File: src/rtl/lcd_layer_scanner.sv
// Multi-layer raster timing generator: produces panel syncs, display enable
// and pixel coordinates, and for each sprite window a hit flag, a linear ROM
// address and a priority-resolved top layer, all LAT cycles ahead of display.
module lcd_layer_scanner #(
  parameter int H_SYNC  = 136,
  parameter int H_BACK  = 160,
  parameter int H_DISP  = 1024,
  parameter int H_FRONT = 24,
  parameter int V_SYNC  = 6,
  parameter int V_BACK  = 29,
  parameter int V_DISP  = 768,
  parameter int V_FRONT = 3,
  parameter int N_LAYER = 4,
  parameter int LAT     = 2,
  parameter int AW      = 16
) (
  input  logic                   clk,
  input  logic                   rst_n,
  input  logic                   cfg_wr,
  input  logic [2:0]             cfg_sel,
  input  logic                   cfg_en,
  input  logic [11:0]            cfg_x,
  input  logic [11:0]            cfg_y,
  input  logic [11:0]            cfg_w,
  input  logic [11:0]            cfg_h,
  output logic                   lcd_hs,
  output logic                   lcd_vs,
  output logic                   lcd_de,
  output logic                   frame_start,
  output logic [11:0]            req_x,
  output logic [11:0]            req_y,
  output logic [N_LAYER-1:0]     layer_hit,
  output logic [N_LAYER*AW-1:0]  layer_addr,
  output logic                   top_valid,
  output logic [2:0]             top_idx
);

  localparam int H_TOTAL = H_SYNC + H_BACK + H_DISP + H_FRONT;
  localparam int V_TOTAL = V_SYNC + V_BACK + V_DISP + V_FRONT;
  localparam int H_ACT   = H_SYNC + H_BACK;  // first displayed column
  localparam int V_ACT   = V_SYNC + V_BACK;  // first displayed line
  localparam int H_REQ   = H_ACT - LAT;      // first requested column

  typedef struct packed {
    logic        en;
    logic [11:0] x;
    logic [11:0] y;
    logic [11:0] w;
    logic [11:0] h;
  } win_cfg_t;

  logic [11:0]           hcnt;
  logic [11:0]           vcnt;
  win_cfg_t              shadow_q [N_LAYER];
  win_cfg_t              active_q [N_LAYER];

  logic                  v_in;
  logic                  disp_c;
  logic                  req_c;
  logic                  req_last;
  logic [11:0]           rx_c;
  logic [11:0]           ry_c;
  logic [N_LAYER-1:0]    hit_c;
  logic [N_LAYER-1:0]    row_c;
  logic [N_LAYER*AW-1:0] addr_c;
  logic [2:0]            top_idx_c;

  // Raster position: hcnt sweeps each line, vcnt steps at the end of a line.
  // NOTE: sequential state is written with <= so every flop samples the
  // pre-edge values; a blocking = here would chain hcnt into vcnt's update.
  always_ff @(posedge clk or negedge rst_n) begin
    if (!rst_n) begin
      hcnt <= '0;
      vcnt <= '0;
    end else if (hcnt == 12'(H_TOTAL - 1)) begin
      hcnt <= '0;
      vcnt <= (vcnt == 12'(V_TOTAL - 1)) ? '0 : vcnt + 12'd1;
    end else begin
      hcnt <= hcnt + 12'd1;
    end
  end

  // Decode display and request regions from the current raster position.
  // NOTE: every always_comb output gets a value on every path (defaults or
  // full if/else), otherwise synthesis infers a latch to hold the old value.
  always_comb begin
    v_in     = (vcnt >= 12'(V_ACT)) && (vcnt < 12'(V_ACT + V_DISP));
    disp_c   = v_in && (hcnt >= 12'(H_ACT)) && (hcnt < 12'(H_ACT + H_DISP));
    req_c    = v_in && (hcnt >= 12'(H_REQ)) && (hcnt < 12'(H_REQ + H_DISP));
    req_last = v_in && (hcnt == 12'(H_REQ + H_DISP - 1));
    rx_c     = req_c ? hcnt - 12'(H_REQ) : '0;
    ry_c     = req_c ? vcnt - 12'(V_ACT) : '0;
  end

  // Shadow writes at any time; shadows move to the active set as a frame
  // begins, so a write in that very cycle only reaches the shadow.
  // NOTE: these small config arrays are real registers and are reset, since
  // the enable bits gate the hit logic from the first frame on.
  always_ff @(posedge clk or negedge rst_n) begin
    if (!rst_n) begin
      for (int i = 0; i < N_LAYER; i++) begin
        shadow_q[i] <= '0;
        active_q[i] <= '0;
      end
    end else begin
      for (int i = 0; i < N_LAYER; i++) begin
        if (frame_start) active_q[i] <= shadow_q[i];
        if (cfg_wr && (cfg_sel == 3'(i)))
          shadow_q[i] <= '{en: cfg_en, x: cfg_x, y: cfg_y, w: cfg_w, h: cfg_h};
      end
    end
  end

  for (genvar i = 0; i < N_LAYER; i++) begin : g_layer
    logic [12:0]   x_end;
    logic [12:0]   y_end;
    logic          in_x;
    logic          in_y;
    logic [AW-1:0] row_base;

    // 13-bit window ends so a window reaching past 4095 never wraps to 0.
    assign x_end = {1'b0, active_q[i].x} + {1'b0, active_q[i].w};
    assign y_end = {1'b0, active_q[i].y} + {1'b0, active_q[i].h};
    assign in_x  = (rx_c >= active_q[i].x) && ({1'b0, rx_c} < x_end);
    assign in_y  = (ry_c >= active_q[i].y) && ({1'b0, ry_c} < y_end);

    assign hit_c[i] = req_c && active_q[i].en && (active_q[i].w != '0) &&
                      (active_q[i].h != '0) && in_x && in_y;
    assign row_c[i] = req_last && in_y;
    assign addr_c[i*AW +: AW] = hit_c[i] ? row_base + AW'(rx_c - active_q[i].x) : '0;

    // Row base accumulates w per window row, replacing (req_y-Y)*w.
    always_ff @(posedge clk or negedge rst_n) begin
      if (!rst_n) begin
        row_base <= '0;
      end else if (frame_start) begin
        row_base <= '0;
      end else if (row_c[i]) begin
        row_base <= row_base + AW'(active_q[i].w);
      end
    end
  end

  // Highest-index hitting layer wins; 0 when nothing hits.
  always_comb begin
    top_idx_c = '0;
    for (int i = 0; i < N_LAYER; i++) begin
      if (hit_c[i]) top_idx_c = 3'(i);
    end
  end

  // Register every output one cycle behind the raster position.
  always_ff @(posedge clk or negedge rst_n) begin
    if (!rst_n) begin
      lcd_hs      <= 1'b1;
      lcd_vs      <= 1'b1;
      lcd_de      <= 1'b0;
      frame_start <= 1'b0;
      req_x       <= '0;
      req_y       <= '0;
      layer_hit   <= '0;
      layer_addr  <= '0;
      top_valid   <= 1'b0;
      top_idx     <= '0;
    end else begin
      lcd_hs      <= (hcnt >= 12'(H_SYNC));
      lcd_vs      <= (vcnt >= 12'(V_SYNC));
      lcd_de      <= disp_c;
      frame_start <= (hcnt == '0) && (vcnt == '0);
      req_x       <= rx_c;
      req_y       <= ry_c;
      layer_hit   <= hit_c;
      layer_addr  <= addr_c;
      top_valid   <= |hit_c;
      top_idx     <= top_idx_c;
    end
  end

endmodule

File: config.mk
export PLATFORM = sky130hd
export DESIGN_NAME = lcd_layer_scanner
export DESIGN_NICKNAME = d
export VERILOG_FILES = /design/src/rtl/lcd_layer_scanner.sv
export SDC_FILE = /design/constraint.sdc
export NUM_CORES = 1
export LEC_CHECK = 0
export ABC_AREA = 1
export CORE_AREA = 5 5 260 262
export CTS_BUF_LIST = sky130_fd_sc_hd__clkbuf_8 sky130_fd_sc_hd__clkbuf_16
export CTS_CLUSTER_SIZE = 8
export DETAILED_ROUTE_END_ITERATION = 10
export DIE_AREA = 0 0 265 267
export PLACE_DENSITY = 0.77
export REMOVE_ABC_BUFFERS = 1
export SLEW_MARGIN = 20
export SYNTH_ARGS = -nofsm -noshare
export SYNTH_HDL_FRONTEND = slang
export SYNTH_SLANG_ARGS = --single-unit
File: constraint.sdc
create_clock -name clk -period 4.9 [get_ports clk]
set_clock_uncertainty 0.1 [all_clocks]
set_input_delay 0.98 -clock clk [delete_from_list [all_inputs] [get_ports clk]]
set_output_delay 0.98 -clock clk [all_outputs]
set_load 0.01 [all_outputs]
# After elaboration in Yosys (flattened, before gate mapping)
# Index checks and enable logic that the tools add are counted.
[op_classes] add_sub_neg=24 n_lt_le_gt_ge=24 eq_ne=6 mux=19 reduce_logical=59
[op_table] operator="two-way mux 16 bit" n=12
[op_table] operator="adder 12 x 12 -> 13 bit" n=8
[op_table] operator="< comparator 12 x 13 -> 1 bit" n=8
[op_table] operator=">= comparator 12 bit" n=8
[op_table] operator="nonzero test 12 bit" n=8
[op_table] operator="adder 16 x 12 -> 16 bit" n=4
[op_table] operator="adder 16 bit" n=4
[op_table] operator="subtractor 12 x 12 -> 13 bit" n=4
[op_table] operator="two-way mux 12 bit" n=4
[op_table] operator="logical AND 1 bit" n=43
[op_table] operator="adder 12 x 1 -> 12 bit, second input constant" n=2
[op_table] operator="equality test 12 x 11 -> 1 bit, second input constant" n=2
[op_table] operator=">= comparator 12 x 9 -> 1 bit, second input constant" n=2
[op_table] operator="logical NOT 12 bit" n=2
[op_table] operator="< comparator 12 x 11 -> 1 bit, second input constant" n=2
[op_table] operator="equality test 12 x 10 -> 1 bit, second input constant" n=1
[op_table] operator=">= comparator 12 x 3 -> 1 bit, second input constant" n=1
[op_table] operator=">= comparator 12 x 6 -> 1 bit, second input constant" n=1
[op_table] operator=">= comparator 12 x 8 -> 1 bit, second input constant" n=1
[op_table] operator="< comparator 12 x 10 -> 1 bit, second input constant" n=1
[op_table] operator="subtractor 12 x 6 -> 12 bit, second input constant" n=1
[op_table] operator="subtractor 12 x 9 -> 12 bit, second input constant" n=1
[op_table] operator="nonzero test 2 bit" n=4
[op_table] operator="equality test 3 x 2 -> 1 bit, second input constant" n=2
[op_table] operator="5 further kinds" n=6
[totals] regBits=579 input_bits=55 output_inout_bits=100 wordCells=188

# Depth between registers and ports, before layout
# Gate-level depths: netlist of the first run.
[logic_depth] ltp_word=12 mapped_depth=32 depth_no_buf=31

# Least setup slack after synthesis of the first run
# Ideal clock, no wire load.
[synth_path] path_kind="register -> register" start="register vcnt[0]" end="register layer_addr[14]" arrival_time_ns=4.665 t_required_ns=4.682 slack_ns=0.016 path_stages_with_launch=29 synth_period_minus_slack_ns=4.884 cell_sequence="dfrtp_1 -> ha_1 -> nor2_2 -> nand2_2 -> nand2_1 -> a21oi_4 -> nor2_8 -> nand3_4 -> clkbuf_1 -> nor3_1 -> ha_1 -> nand2_1 -> o31ai_1 -> nand2_1 -> nand2_1 -> o21ai_0 -> o21ai_0 -> xor2_1 -> inv_1 -> ha_1 -> nand2_1 -> inv_1 -> a221oi_1 -> nand3_1 -> nand2_1 -> nand2_1 -> a21o_1 -> xor2_1 -> nor2_1"
[synth_between] elab_chain_cells=10 elab_cells_between_ends=22 classes_between="add/sub (3); order compare (6); mux (3); reduce/logical (10)"
[synth_rtl] item="from (decl)" line_no="53" source="logic [11:0] vcnt;"
[synth_rtl] item="from (signal assigned)" line_no="77" source="vcnt <= (vcnt == 12'(V_TOTAL - 1)) ? '0 : vcnt + 12'd1;"
[synth_rtl] item=">= comparator 12 x 6 -> 1 bit / < comparator 12 x 10 -> 1 bit (equally long branches)" line_no="87" source="v_in = (vcnt >= 12'(V_ACT)) && (vcnt < 12'(V_ACT + V_DISP));"
[synth_rtl] item="logical AND 1 bit (*)" line_no="87"
[synth_rtl] item="logical AND 1 bit (*) (2 in a row)" line_no="89" source="req_c = v_in && (hcnt >= 12'(H_REQ)) && (hcnt < 12'(H_REQ + H_DISP));"
[synth_rtl] item="two-way mux 12 bit (*)" line_no="91" source="rx_c = req_c ? hcnt - 12'(H_REQ) : '0;"
[synth_rtl] item="via rx_c[5]" line_no="61" source="logic [11:0] rx_c;"
[synth_rtl] item="parallel branches: the longest is 4 deep, another holds adder 16 bit"
[synth_rtl] item="two-way mux 16 bit (*)" line_no="130" source="assign addr_c[i*AW +: AW] = hit_c[i] ? row_base + AW'(rx_c - active_q[i].x) : '0;"
[synth_rtl] item="via addr_c[14]" line_no="65" source="logic [N_LAYER*AW-1:0] addr_c;"
[synth_rtl] item="to (signal assigned)" line_no="173" source="layer_addr <= addr_c;"
[synth_rtl] item="to (decl)" line_no="33" source="output logic [N_LAYER*AW-1:0] layer_addr,"
# Mark *: on every way through the listed nets, which the timed path passes.
# A chain may end at the register's enable or synchronous reset.

# Worst setup path in the final report of the first run
[layout_path] start="register vcnt[0]" end="register top_valid"
[layout_between] elab_cells_between_ends=53 classes_between="add/sub (1); order compare (18); mux (2); reduce/logical (32)"
[layout_rtl] item=">= comparator 12 x 6 -> 1 bit / < comparator 12 x 10 -> 1 bit (equally long branches)" line_no="87"
[layout_rtl] item="logical AND 1 bit" line_no="87"
[layout_rtl] item="logical AND 1 bit (2 in a row)" line_no="89"
[layout_rtl] item="two-way mux 12 bit (*)" line_no="92" source="ry_c = req_c ? vcnt - 12'(V_ACT) : '0;"
[layout_rtl] item="via ry_c[9]" line_no="62" source="logic [11:0] ry_c;"
[layout_rtl] item="< comparator 12 x 13 -> 1 bit / >= comparator 12 bit (equally long branches)" line_no="125" source="assign in_y = (ry_c >= active_q[i].y) && ({1'b0, ry_c} < y_end);"
[layout_rtl] item="logical AND 1 bit" line_no="125"
[layout_rtl] item="logical AND 1 bit" line_no="128" source="(active_q[i].h != '0) && in_x && in_y;"
[layout_rtl] item="OR reduction 4 bit (*)" line_no="174" source="top_valid <= |hit_c;"
[layout_rtl] item="to (signal assigned)" line_no="174"
[layout_rtl] item="to (decl)" line_no="34" source="output logic top_valid,"
# The timed path passes the listed nets; every way through them passes the cells marked *.

==> metrics.cfg, run 1 <==
[run_status]
status = finished clean

[pwr]
power_leakage_nw = 20.9
p_sw_mw = 3.32
intPower_mw = 8.69
seq_power_share_pct = 44.7
power_density_mw_per_mm2 = 289
power_frac_clock_pct = 42.7
p_total_mw = 12.0
ir_drop_uv = 256
pwr-share-comb_pct = 12.6
sw_frac_of_total_pct = 27.7

[synthesis]
synthFlopType = dfrtp_1
ys_warn_count = 0
synth_edf_count = 0
synth-seq-cells = 579
syn_area_mm2 = 0.0360
synth_cell_types = 56
async_flop_share_pct = 100
seq_area_frac_synth_pct = 40.3
syn_avg_cell_area_um2 = 8.34
syn_inst = 4314

[global_route]
grt_pass1_wl_mm = 157
grt_overflow_total = 0
grt_pass1_vias = 30493
grtUsageMet1_pct = 34.2
grtUsageMet3_pct = 3.68
antenna_found_initial = 1
busiest_layer = met2
grt_max_degree = 204
grtUsageMet2_pct = 47.2
grt_usage_pct = 27.3

[clock_tree]
cts.sinks = 579
htreeDepth = 3
clock_path_buffers = 3
cts_tree = yes
numCtsBuffers = 82
insertion_delay_ns = 0.64
cts.clk_slew.worst_paths_ns = 0.05
cts-root-buf = clkbuf_16
hold_buffers = 0

[sta]
tightest_slew_ns = 1.08
slew_violations = 0
rsz0062_at_grt = true
whs_ns = 0.299
hold_viol_final = 0
fin_ws_ns = 0.212
timing.fmax_mhz = 213
finalWorstPathRequiredPeriod_ns = 4.69
setup_viol = 0
slew_headroom_pct = 27.7
finalCritPeriodShare_pct = 95.7

[final_layout]
layout_common_cells = 1025 x nand2_1, 576 x dfrtp_1, 392 x o21ai_0
fillers = 5408
final_nets = 5009
post-route-cell-area_mm2 = 0.0416
area_delta_synth_final_pct = 15.6
final_util_pct = 63.8
drive_gt1_share_pct = 7.22
final_common_cell = nand2_1

[setup_path]
required_ns = 5.27
crit_path_end_kind = flip-flop
crit_arrival_ns = 5.06
cp_max_fo = 14
reg2reg_depth = 23
r2r-start = vcnt[0]
r2r_setup_slack_ns = 0.21
path_class = reg -> reg
reg2reg_to = top_valid
start_kind = flip-flop

[floorplanning]
ios = 155
core_mm2 = 0.0652
row_count = 94
initial_core_util_pct = 55.2
die_area_mm2 = 0.0708
die_h_um = 267
die_w_um = 265

[route]
finalWirelength_mm = 97.9
wl_per_cell_um = 18.1
vias = 30392
drtIter0Drc = 2193
ant_nets = 0
first_pass_iters = 7
route.detailed.drc = 0
drt-vias-per-instance = 5.62

[job]
maxCapViolations = 0

[place]
hpwl_mm = 71.1
io_buffers = 153
post_dp_cell_area_mm2 = 0.0388
gp_congestion = 0.958
place_ws_ns = -0.0235

[hold_path]
hold_path.class = in -> async

-- cell families (layout without fill, tap and decap cells) --
group	Yosys count	in the layout	synth area share (%)
AND/OR/NAND/NOR	1697	1697	20.2
XOR/XNOR	236	236	5.75
other	1	11	0.0104
AO/OA/AOI/OAI	875	875	13.2
flip-flops	579	579	40.3
adder cells (fa/ha/maj)	421	421	15.1
buffers and inverters	505	726	5.48
-- metrics by stage --
step                setup TNS, ns  instances
CTS                             0       5399
floorplan                 -691.03       4208
detailed placement        -0.0306       5303
global route               -0.178       5408
global placement                0       5303
finish                          0       5409
-- layout make-up --
cell class | instances | area, um^2 | area share (%)
Clock inverter | 13 | 195 | 0.470
Tap cell | 864 | 1080 | 2.60
Antenna cell | 1 | 2.50 | 0.00602
Timing Repair Buffer | 241 | 2310 | 5.57
Clock buffer | 82 | 2050 | 4.94
Inverter | 390 | 1470 | 3.54
Multi-Input combinational cell | 3239 | 20000 | 48.0
Sequential cell | 579 | 14500 | 34.9
-- synth_stat cells, drive strengths merged, types with 56 or more instances --
library cell	number	area (um^2)
a21oi	309	1560
o21ai	424	2120
nor2	326	1480
clkbuf	91	342
ha	401	5020
xnor2	99	867
inv	390	1460
nor3	56	285
nand2	1038	3930
xor2	137	1200
dfrtp	577	14400
nand3	203	1060
-- timing repair --
item	in CTS	in global routing
setup buffers	1	9
gates resized for setup	2	90
setup endpoints to repair	3	59
pin swaps	0	19
-- sequential cells by signal, indices dropped and copies added (netlist names), 2 cells and up --
register          count
vcnt                 12
top_idx               2
layer_hit             4
hcnt                 12
shadow_q            196
layer_addr           64
active_q            196
req_x                12
req_y                12
g_layer.row_base     64
-- power by group through the flow --
| stage | Combinational [mW] | Sequential, mW | Clock (mW) |
|---|---|---|---|
| after CTS | 1.47 | 5.37 | 5.22 |
| after floorplan | 0.967 | 5.37 | 0 |
| final | 1.51 | 5.37 | 5.13 |
| after global routing | 1.72 | 5.41 | 5.43 |
| after detailed placement | 1.45 | 5.44 | 0 |
| after global placement | 1.41 | 5.42 | 0 |
-- critical path, stage by stage, from the launching register on --
cell and delay, ns:
dfrtp_1 0.35, ha_2 0.21, nor2_4 0.05, buf_4 0.14
nand2_2 0.06, nand2_2 0.06, nand2_1 0.08, nand2_2 0.08
nor2_8 0.13, nand3_4 0.13, buf_4 0.24, nor2_2 0.55
ha_1 0.37, a21oi_1 0.18, nor2_1 0.07, a211oi_1 0.35
nand3b_1 0.12, nor2_1 0.15, a21oi_1 0.07, buf_4 0.19
nand3_1 0.09, nor2_1 0.15, nor2_1 0.45, nand3_1 0.15
-- how the worst max path moves through the flow --
| stage | startpoint | to | slack (ns) | cells past startpoint |
|---|---|---|---|---|
| 3_5_place_dp | vcnt[0] | layer_addr[14] | -0.02 | 29 |
| 6_report | vcnt[0] | top_valid | 0.21 | 23 |
| 4_1_cts | vcnt[0] | top_valid | 0.01 | 23 |
| 5_1_grt | vcnt[1] | layer_addr[47] | -0.05 | 30 |
| 3_3_place_gp | vcnt[0] | layer_addr[30] | 0.04 | 31 |
| 2_1_floorplan | frame_start | g_layer[2].row_base[2] | -4.47 | 5 |
-- layer usage --
metal,vias to the layer above,share of wire (%)
met5,-,0
met4,0,4.9
met3,250,5.4
met2,868,49
met1,14479,41
li1,14795,-
No activity file was read; power rests on OpenSTA's default activity.
==> run 2, diff against run 1 <==
- CORE_AREA: 5 5 260 262 -> 3 3 258 260
- DIE_AREA: 0 0 265 267 -> 0 0 261 263
==> metrics.cfg, run 2 (synthesis results as in run 1) <==
[global_route]
grt_pass1_wl_mm = 157  ; about the same
grt_usage_pct = 28.6  ; was 27.3%
grt_max_degree = 234  ; was 204
grt_pass1_vias = 30510  ; was 30493
grt_overflow_total = 0  ; unchanged
antenna_found_initial = 2  ; was 1

[sta]
setup_viol = 0  ; unchanged
slew_headroom_pct = 31.3  ; was 27.7%
rsz0062_at_grt = true  ; unchanged
timing.fmax_mhz = 214  ; was 213 MHz
tightest_slew_ns = 1.03  ; was 1.08 ns
finalWorstPathRequiredPeriod_ns = 4.67  ; was 4.69 ns
hold_viol_final = 0  ; unchanged
slew_violations = 0  ; unchanged
finalCritPeriodShare_pct = 95.3  ; was 95.7%

[pwr]
power_leakage_nw = 20.9  ; about the same
power_density_mw_per_mm2 = 291  ; was 289 mW/mm^2
ir_drop_uv = 258  ; was 256 uV
p_total_mw = 12.1  ; was 12.0 mW

[setup_path]
cp_max_fo = 10  ; was 14
required_ns = 5.33  ; was 5.27 ns
start_kind = flip-flop  ; unchanged
cp_slowest_cell = fa_1  ; was nor2_2
slowest_delay_ns = 0.43  ; was 0.55 ns
crit_path_end_kind = flip-flop  ; unchanged
path_class = reg -> reg  ; unchanged
reg2reg_depth = 27  ; was 23
crit_arrival_ns = 5.10  ; was 5.06 ns

[floorplanning]
row_count = 93  ; was 94
die_area_mm2 = 0.0686  ; was 0.0708 mm^2
ios = 155  ; unchanged
core_mm2 = 0.0643  ; was 0.0652 mm^2
die_w_um = 261  ; was 265 um
die_h_um = 263  ; was 267 um
initial_core_util_pct = 55.9  ; was 55.2%

[final_layout]
final_util_pct = 64.5  ; was 63.8%
post-route-cell-area_mm2 = 0.0415  ; was 0.0416 mm^2
final_nets = 5006  ; was 5009
antenna_cells = 0  ; was 1
drive_gt1_share_pct = 6.90  ; was 7.22%
reg_top3 = active_q x196, shadow_q x196  ; unchanged
layout_common_cells = 1024 x nand2_1, 574 x dfrtp_1, 397 x o21ai_0  ; was 1025 x nand2_1, 576 x dfrtp_1, 392 x o21ai_0
area_delta_synth_final_pct = 15.5  ; was 15.6%
final_common_cell = nand2_1  ; unchanged
fillers = 5354  ; was 5408

[hold_path]
hold_path.class = in -> async  ; unchanged

[clock_tree]
htreeDepth = 3  ; unchanged
cts.clk_slew.worst_paths_ns = 0.05  ; about the same
insertion_delay_ns = 0.65  ; was 0.64 ns
cts.sinks = 579  ; unchanged
numCtsBuffers = 83  ; was 82
cts-root-buf = clkbuf_16  ; unchanged
clock_path_buffers = 3  ; unchanged
cts_tree = yes  ; unchanged

[route]
wl_per_cell_um = 18.1  ; about the same
vias = 30690  ; was 30392
route.detailed.drc = 0  ; unchanged
drtIter0Drc = 2212  ; was 2193
drt-vias-per-instance = 5.68  ; was 5.62
first_pass_iters = 6  ; was 7
finalWirelength_mm = 97.8  ; was 97.9 mm
ant_nets = 0  ; unchanged

[job]
maxCapViolations = 0  ; unchanged

[place]
hpwl_mm = 71.2  ; was 71.1 mm
post_dp_cell_area_mm2 = 0.0388  ; about the same
io_buffers = 153  ; unchanged
gp_congestion = 0.948  ; was 0.958

[run_status]
status = finished clean  ; unchanged

-- run 2: cell types whose count changed in the layout (fill, tap and decap cells not counted), moves of 5 or more --
cell	change
nor2_1	+6
buf_4	-7
inv_1	+8
o21ai_0	+5
o21ai_1	-5
-- run 2: worst paths after layout --
path	slack, ns	to	from
setup / recovery	0.23	layer_addr[61]	hcnt[2]
hold / removal	0.34	g_layer[1].row_base[11]	rst_n
setup reg to reg	0.23	layer_addr[61]	hcnt[2]
hold reg to reg	0.37	active_q[2]	shadow_q[2]
max in group asynchronous	3.35	shadow_q[129]	rst_n
min in group clk	0.37	active_q[2]	shadow_q[2]
-- run 2: final cells by class --
type / instances / area (um^2) / area share [%]
clock buffer: 86 / 2120 / 5.10
clock inverter: 21 / 206 / 0.497
inverter: 390 / 1470 / 3.53
multi-input combinational: 3239 / 19900 / 47.8
sequential: 579 / 14500 / 34.9
tap: 855 / 1070 / 2.58
timing repair buffer: 237 / 2310 / 5.57
-- run 2: layer usage --
layer,GRT usage (%),wire [um]
met5,0,0
met4,12.3,4270
met3,4.05,5840
met1,36.4,40500
met2,48.5,47300
-- run 2: where the power goes --
group          internal [mW]  total, mW  switching [mW]  leakage [nW]
Combinational          0.557       1.50           0.942          12.0
Sequential              5.15       5.37           0.223          7.74
Clock                   3.07       5.23            2.16          1.18
-- run 2: per-stage QoR --
stage	worst slack (ns)	TNS, ns	instances	hold slack [ns]
4_1_cts	0.00956	0	5395	0.349
6_report	0.232	0	5407	0.342
3_5_place_dp	0.0341	0	5288	0.360
3_3_place_gp	0.196	0	5288	0.354
2_1_floorplan	-4.47	-691.03	4208	0.343
5_1_grt	-0.0776	-0.131	5407	0.381
-- run 2: worst max-delay path, delay by kind of cell, from the launching register on --
| family | cells | cell delay, ns |
|---|---|---|
| xor+xnor | 1 | 0.17 |
| buf+inv | 5 | 0.71 |
| fa+ha+maj | 3 | 0.95 |
| simple gates | 13 | 1.27 |
| compound gates | 5 | 0.95 |
| flops | 1 | 0.41 |
-- run 2: what timing repair did --
item / CTS / global route
hold buffers: 0 / 0
gates resized for setup: 0 / 67
endpoints found under the setup margin: 0 / 26
setup buffers: 0 / 12
